==> config.mk <==
export PLATFORM = sky130hd
export DESIGN_NAME = mux_sel_arbiter
export DESIGN_NICKNAME = d
export VERILOG_FILES = /design/src/rtl/mux_pkg.sv /design/src/rtl/rr_pick.sv /design/src/rtl/mux_sel_arbiter.sv
export SDC_FILE = /design/constraint.sdc
export NUM_CORES = 1
export LEC_CHECK = 0
export ABC_AREA = 1
export ABC_CLOCK_PERIOD_IN_PS = 1600
export BUFFER_PORTS_ARGS = -buffer_cell sky130_fd_sc_hd__buf_2
export CORE_MARGIN = 2
export CORE_UTILIZATION = 47
export CTS_CLUSTER_SIZE = 14
export DETAILED_ROUTE_END_ITERATION = 10
export GPL_TIMING_DRIVEN = 1
export HOLD_SLACK_MARGIN = 0.08
export PLACE_DENSITY = 0.77
export SLEW_MARGIN = 20
export SYNTH_ARGS = -nofsm -noshare
export SYNTH_HDL_FRONTEND = slang
export SYNTH_SLANG_ARGS = --single-unit
==> constraint.sdc <==
create_clock -name clk -period 1.6 [get_ports clk]
set_input_delay 0 -clock clk [delete_from_list [all_inputs] [get_ports clk]]
set_output_delay 0 -clock clk [all_outputs]
set_load 0.01 [all_outputs]
==> src/rtl/mux_pkg.sv <==
// Shared widths, state encoding and helpers for the mux select arbiter.
package mux_pkg;

  localparam int unsigned SEL_W = 2;
  localparam int unsigned NCH   = 4;
  localparam int unsigned CNT_W = 4;

  typedef enum logic [0:0] {
    ARB_IDLE,
    ARB_GRANT
  } arb_state_t;

  function automatic logic [NCH-1:0] sel2onehot(input logic [SEL_W-1:0] s);
    return NCH'(1) << s;
  endfunction

endpackage

==> src/rtl/rr_pick.sv <==
// Rotating-priority encoder: searches prio+1, prio+2, prio+3, prio (mod 4),
// and the first requester found wins.
module rr_pick
  import mux_pkg::*;
(
  input  logic [NCH-1:0]   req,
  input  logic [SEL_W-1:0] prio,
  output logic             any,
  output logic [SEL_W-1:0] win
);

  logic [SEL_W-1:0] idx;

  always_comb begin
    any = 1'b0;
    win = prio;
    idx = '0;
    for (int k = 1; k <= int'(NCH); k++) begin
      idx = prio + SEL_W'(k);
      if (!any && req[idx]) begin
        any = 1'b1;
        win = idx;
      end
    end
  end

endmodule

==> src/rtl/mux_sel_arbiter.sv <==
// Round-robin burst arbiter driving the registered sel/valid of a 4:1 mux,
// with a per-channel ack on every transferred beat.
module mux_sel_arbiter
  import mux_pkg::*;
#(
  parameter int unsigned MAX_BURST = 4
) (
  input  logic             clk,
  input  logic             rst,
  input  logic [NCH-1:0]   req,
  input  logic [NCH-1:0]   last,
  input  logic             ready,
  output logic [SEL_W-1:0] sel,
  output logic             valid,
  output logic [NCH-1:0]   ack
);

  arb_state_t       state_q, state_d;
  logic [SEL_W-1:0] sel_q, sel_d;
  logic             valid_q, valid_d;
  logic [SEL_W-1:0] prio_q, prio_d;
  logic [CNT_W-1:0] cnt_q, cnt_d;

  logic             pick_any;
  logic [SEL_W-1:0] pick_win;
  logic             xfer;
  logic             abort;
  logic             burst_end;

  // prio_q equals sel_q throughout a grant, so one picker serves both
  // the idle start and the end-of-grant handover.
  rr_pick u_pick (
    .req  (req),
    .prio (prio_q),
    .any  (pick_any),
    .win  (pick_win)
  );

  assign xfer      = valid_q & ready;
  assign abort     = valid_q & ~ready & ~req[sel_q];
  assign burst_end = xfer & (last[sel_q] | (cnt_q == CNT_W'(MAX_BURST - 1)));

  always_comb begin
    state_d = state_q;
    sel_d   = sel_q;
    valid_d = valid_q;
    prio_d  = prio_q;
    cnt_d   = cnt_q;
    case (state_q)
      ARB_IDLE: begin
        if (pick_any) begin
          state_d = ARB_GRANT;
          sel_d   = pick_win;
          prio_d  = pick_win;
          valid_d = 1'b1;
          cnt_d   = '0;
        end
      end
      ARB_GRANT: begin
        if (xfer) begin
          cnt_d = cnt_q + CNT_W'(1);
        end
        // Handover with no bubble when someone else (or only us) is waiting.
        if (burst_end || abort) begin
          cnt_d = '0;
          if (pick_any) begin
            sel_d  = pick_win;
            prio_d = pick_win;
          end else begin
            state_d = ARB_IDLE;
            valid_d = 1'b0;
          end
        end
      end
      default: begin
        state_d = ARB_IDLE;
        valid_d = 1'b0;
        cnt_d   = '0;
      end
    endcase
  end

  always_ff @(posedge clk) begin
    if (rst) begin
      state_q <= ARB_IDLE;
      sel_q   <= '0;
      valid_q <= 1'b0;
      prio_q  <= SEL_W'(NCH - 1);
      cnt_q   <= '0;
    end else begin
      state_q <= state_d;
      sel_q   <= sel_d;
      valid_q <= valid_d;
      prio_q  <= prio_d;
      cnt_q   <= cnt_d;
    end
  end

  assign sel   = sel_q;
  assign valid = valid_q;
  assign ack   = sel2onehot(sel_q) & {NCH{xfer & ~rst}};

endmodule

### Word-level counts from Yosys, hierarchy flattened

Index checks and enable logic that the tools add are counted.

* register bits: 10
* input port bits: 11
* output and inout bits: 7
* word-level logic and storage cells: 77

* add/sub/neg operators: 4
* $lt $le $gt $ge: 5
* equal/unequal tests: 5
* shift-type cells: 1
* multiplexer cells: 37
* bitwise logic cells: 11
* reduce and logical (&&, ||, !) cells: 9

Operators by type and width (count)
* $mux W2: 8
* $lt A2 B3 Y1 const B: 5
* $mux W1: 15
* $bmux W1 S2: 6
* $mux W4: 3
* $pmux W2 S2: 2
* $pmux W4 S2: 1
* $and A1 B1 Y1: 5
* $add A2 B2 Y2 const B: 2
* $add A4 B1 Y4 const B: 1
* $and A4 B4 Y4: 1
* $eq A4 B2 Y1 const B: 1
* $ne A2 B2 Y1 const B: 2
* $not A1 Y1: 4
* $pmux W1 S2: 2
* $shl A1 B2 Y4 const A: 1
* $logic_and A1 B1 Y1: 3
* $logic_not A1 Y1: 3
* $ne A3 B1 Y1 const B: 1
* $reduce_and A3 Y1: 1
* $add A2 B1 Y2 const B: 1
* $ne A2 B1 Y1 const B: 1
* $reduce_and A2 Y1: 1
* $logic_or A1 B1 Y1: 1
* $or A1 B1 Y1: 1

### Logic depth before layout (Yosys ltp)

* depth after elaboration: 16
* depth in mapped cells: 16
* gate-level depth less buffers: 15

### By module

From an unflattened synthesis, not the netlist that was laid out.

* cells, all modules: 147
* area total of the unflattened synthesis: 883.3 µm²

Modules (own cells, without submodules)
* mux_sel_arbiter: times used 1, cells an instance 101, area each 651.9 µm², seq. area each 200.2 µm²
* rr_pick: times used 1, cells an instance 46, area each 231.5 µm², seq. area each 0.0 µm²

### Least setup slack after synthesis

OpenSTA, ideal clock, no wires.

* path type: register to register
* start: register prio_q[0]
* end: register cnt_q[0]
* setup time: 0.116 ns
* arrival: 1.549 ns
* path slack: -0.064 ns
* cell stages (with the launch flop): 16
* path buffers: 1
* cells stage by stage: dfxtp_1 -> buf_6 -> inv_4 -> nand2_1 -> nand2_2 -> nand2_2 -> nand2_4 -> nor2_4 -> nand3_2 -> inv_1 -> ha_1 -> inv_1 -> nand2_1 -> inv_1 -> o21ai_0 -> nor2_1

* cells in the longest elaborated chain, start to end: 15

Ends and longest elaborated chain
* from (decl): RTL line mux_sel_arbiter.sv:21 `logic [SEL_W-1:0] prio_q, prio_d;`
* from (signal assigned): RTL line mux_sel_arbiter.sv:88 `prio_q <= SEL_W'(NCH - 1);`
* from (signal assigned): RTL line mux_sel_arbiter.sv:94 `prio_q <= prio_d;`
* $add A2 B1 Y2: RTL line rr_pick.sv:19 `idx = prio + SEL_W'(k);`
* $bmux W1 S2: RTL line rr_pick.sv:20 `if (!any && req[idx]) begin`
* $mux W1 (not written as such): RTL line rr_pick.sv:20
* $mux W1: RTL line rr_pick.sv:20
* $logic_not A1 Y1: RTL line rr_pick.sv:20
* $logic_and A1 B1 Y1: RTL line rr_pick.sv:20
* $mux W1: RTL line rr_pick.sv:20
* $logic_not A1 Y1: RTL line rr_pick.sv:20
* $logic_and A1 B1 Y1: RTL line rr_pick.sv:20
* $mux W1: RTL line rr_pick.sv:20
* $logic_not A1 Y1: RTL line rr_pick.sv:20
* $logic_and A1 B1 Y1: RTL line rr_pick.sv:20
* $mux W1 (*): RTL line rr_pick.sv:20
* $ne A2 B2 Y1 (no source line) (*)
* $reduce_and A2 Y1 (no source line) (*)
* to (signal assigned): RTL line mux_sel_arbiter.sv:95 `cnt_q <= cnt_d;`
* to (decl): RTL line mux_sel_arbiter.sv:22 `logic [CNT_W-1:0] cnt_q, cnt_d;`

Mark *: on every way between the ends. The rest lies on a longest branch, timed or not. The select of a mux whose other input is x is not followed.
A chain may end at the register's enable or synchronous reset.

### Worst setup path after layout

* start: register prio_q[0]
* end: register cnt_q[2]

Same word-level chain as after synthesis.

==> summary.md <==
| Metric | Value |
|---|---|
| Period utilization | 103% |
| CTS buffer count | 3 |
| I/O pins | 18 |
| Share of layout cells above drive strength 1 | between 40% and 50% |
| Power density over the cells | 2160 nW/um^2 |
| Synth warnings | 0 |
| Achievable Freq | a little over 600 MHz |
| Area added between synthesis and finish | 45.7% |
| Die Ht | approximately 46 um |
| Initial Util | between 40% and 50% |
| CP cell instances | buf_6, nand2_2, nand2_2, nand2_2, nand2_4, nor2_4, nand3_2, inv_2, ha_4, inv_2, nand2_4, inv_4, nand3_2, nand2_2, nor2_1 |
| First-pass GRT wire length | about 3500 um |
| Syn Inst Count | about 140 |
| Delay-heaviest family, CP | simple AND/OR/NAND/NOR gates |
| Global placer's final weighted congestion | a little under 0.9 |
| Crit path kind | register to register |
| Tightest Pin Transition | 0.330 ns |
| Initial antenna violation count | 0 |
| CP arrival | ~1.9 ns |
| Most frequent CP cell | nand2_2 |
| Tot GR Track Use | 22.6% |
| Final TNS setup | -0.145 ns |
| Clock root cell | clkbuf_4 |
| Min Tclk post-route | 1.65 ns |
| Avg WL per Cell | 11.8 um |
| Net switching fraction of the power | 48.0% |
| Int Power | between 1000 and 1500 uW |
| Post-synth cell types | 20 |
| Post-DR vias/cell | about 5.1 |
| Clk_lat worst skew | between 0.2 and 0.3 ns |
| Sequential power share | between 10% and 20% |
| Clk_skew | 0.00216 ns |
| RSZ-0062 raised after global routing | yes |
| Layout net count | roughly 200 |
| GRT overflow | 0 |
| Worst setup margin | -0.0467 ns |
| Logic pwr share | between 70% and 80% |
| Slowest stage cell, crit path | dfxtp_4 |
| Row count | 15 |
| Post-Place Cells | between 150 and 200 |
| Average size of a mapped cell | between 5 and 6 sq um |
| 1st-iter DRT viols | 21 |
| Seq/Total Area, Yosys | 24.3% |
| Top cells by area, synth | dfxtp_1 24%, nand2_1 23%, nand3_1 10% |
| Clock transition at the registers of the reported paths | 0.07 ns |
| Leakage Power | roughly 0.00061 uW |
| Dpl hpwl | between 1500 and 2000 um |
| Metal-1 WL | ~1000 um |
| Status | finished, violations left |
| DR pass1 iterations | 4 |
| Endpoint class of the critical path | register |
| Metal2 WL | 1220 um |
| Final wirelength | around 2300 um |
| # diodes | 0 |
| Vias in the first global route | 874 |
| Die width | 45.9 um |
| Relative slew margins | 77.9% |
| PortBufs | 17 |
| Final Hold Fails | 0 |
| Sinks on Clock Net | 10 |
| Synth top area share | roughly a quarter |
| Met3 wire length | between 60 and 70 um |
| Dominant cell type by area after synthesis | dfxtp_1 |
| Crit path max fanout | 6 |
| Synthesized area | a little over 800 sq um |
| Clk buf depth | 2 |
| Core Region | roughly 1700 sq um |
| Failing checks | negative setup slack |
| Number of remaining DRC errors | 0 |
| Worst Path Required | approximately 1.8 ns |
| CP peak stage delay | roughly 0.37 ns |
| Die ar. | around 2100 sq um |
| DRT antenna net count | 0 |
| Net switching power figure | 1240 uW |
| DR vias | between 1,000 and 1,500 |
| Peak VDD IR | roughly 1.4 mV |
| TritonCTS clock tree | done |
| Seq cells post-synth | 10 |
| Slew Viols, Final | 0 |
| Max Used Layer | met4 |
| Number of setup violations in the final report | 6 |
| Max_cap viols | 0 |
| Crit path buf inv count | 4 |
| H-tree lvl count | 1 |
| Worst Hold Class | primary input to register |
| Filler cell count | 145 |
| Cell Count, Final, Fillers Out | approximately 200 |
| Largest net degree at the start of global routing | 9 |
| Clk pwr share | 8.9% |
| Crit start category | register |
| Post-Syn Nets | around 160 |
[metrics by stage]
| stage | worst slack (ns) | total power [uW] | hold WS (ns) | cell area [sq um] | util (%) |
|---|---|---|---|---|---|
| floorplan | 0.00926 | 1420 | 0.0691 | 826 | - |
| global placement | -0.156 | 1810 | 0.258 | 996 | 59.0 |
| detailed placement | -0.230 | 1850 | 0.262 | 996 | 59.0 |
| CTS | 0.000147 | 2290 | 0.239 | 1110 | 65.7 |
| global route | -0.161 | 2810 | 0.321 | 1200 | 71.0 |
| finish | -0.0467 | 2590 | 0.256 | 1200 | 71.0 |
[cell families after synthesis]
family	share of synthesized area, %
simple gates	50.5
buf+inv	12.6
compound gates	8.51
flops	24.3
fa+ha+maj	3.04
xor+xnor	1.06
[Yosys cell counts]
cell type  number
nand2_1        50
inv_1          19
nand3_1        17
dfxtp_1        10
a21oi_1         9
nand2_2         9
nor2_1          7
o21ai_0         5
nor3_1          3
ha_1            2
inv_2           2
and2_1          1
buf_4           1
buf_6           1
inv_4           1
nand2_4         1
nand3_2         1
nand4_1         1
nor2_4          1
xor2_1          1
[power by group through the flow]
stage,combinational [uW],clock [uW],sequential (uW)
floorplan,1010,0,408
global placement,1360,0,451
detailed placement,1400,0,456
CTS,1590,232,460
global route,2080,245,489
finish,1890,230,476
[per-layer routing]
metal / vias to the layer above / global-route usage (%)
li1: 523 / -
met1: 460 / 28.1
met2: 19 / 39.4
met3: 2 / 4.76
met4: 0 / 5.14
met5: - / 0
[worst register-to-register path, cell delays in order, from the launching register on]
cell and delay [ns]:
dfxtp_4 0.37, buf_6 0.13, nand2_2 0.05, nand2_2 0.07, nand2_2 0.09, nand2_4 0.06
nor2_4 0.11, nand3_2 0.08, inv_2 0.09, ha_4 0.13, inv_2 0.04, nand2_4 0.09
inv_4 0.06, nand3_2 0.06, nand2_2 0.04, nor2_1 0.10
[layout make-up]
type                    count  area, sq um  area share, %
well taps                  17         21.3           1.77
flip-flops and latches     10          209           17.4
repair buffers             37          241           20.1
inverters                  22         90.1           7.51
clock buffers               4         36.3           3.02
multi-input cells         108          602           50.2
[path summary, 6_finish.rpt]
path / start / end / slack, ns / cells after the start
worst max register to register: prio_q[0] / cnt_q[2] / -0.05 / 15
worst min register to register: cnt_q[1] / cnt_q[1] / 0.50 / 2
worst max-delay path: prio_q[0] / cnt_q[2] / -0.05 / 15
worst min-delay path: ready / cnt_q[1] / 0.26 / 6
[cells in the final DEF (no fill, tap or decap)]
cell type,netlist,layout
o21ai_0,5,2
nand2_4,1,5
inv_1,19,14
nor3_1,3,3
nor2_1,7,7
clkbuf_4,0,3
inv_2,2,5
dfxtp_4,0,2
dfxtp_2,0,1
nand2_1,50,37
nand3_1,17,15
xor2_1,1,1
dfxtp_1,10,7
dlygate4sd3_1,0,1
buf_2,0,17
inv_4,1,3
o21ai_2,0,2
ha_4,0,1
o21ai_1,0,1
ha_1,2,1
buf_4,1,18
nand2_2,9,18
nand3_2,1,3
nand4_1,1,1
clkbuf_8,0,1
and2_1,1,1
buf_6,1,1
a21oi_1,9,9
nor2_4,1,1
[timing repair]
action	4_1_cts	5_1_grt
gates resized for setup	15	23
endpoints found under the hold margin	6	0
endpoints found under the setup margin	6	9
pin swaps	6	13
setup buffers	5	3
hold buffers	1	0
cloned	0	0
[registers in the layout, indices dropped and copies added (netlist names)]
name,flops
cnt_q,4
prio_q,2
sel,2
state_q,1
valid,1
Note: power is estimated with default switching activity, not from simulation.
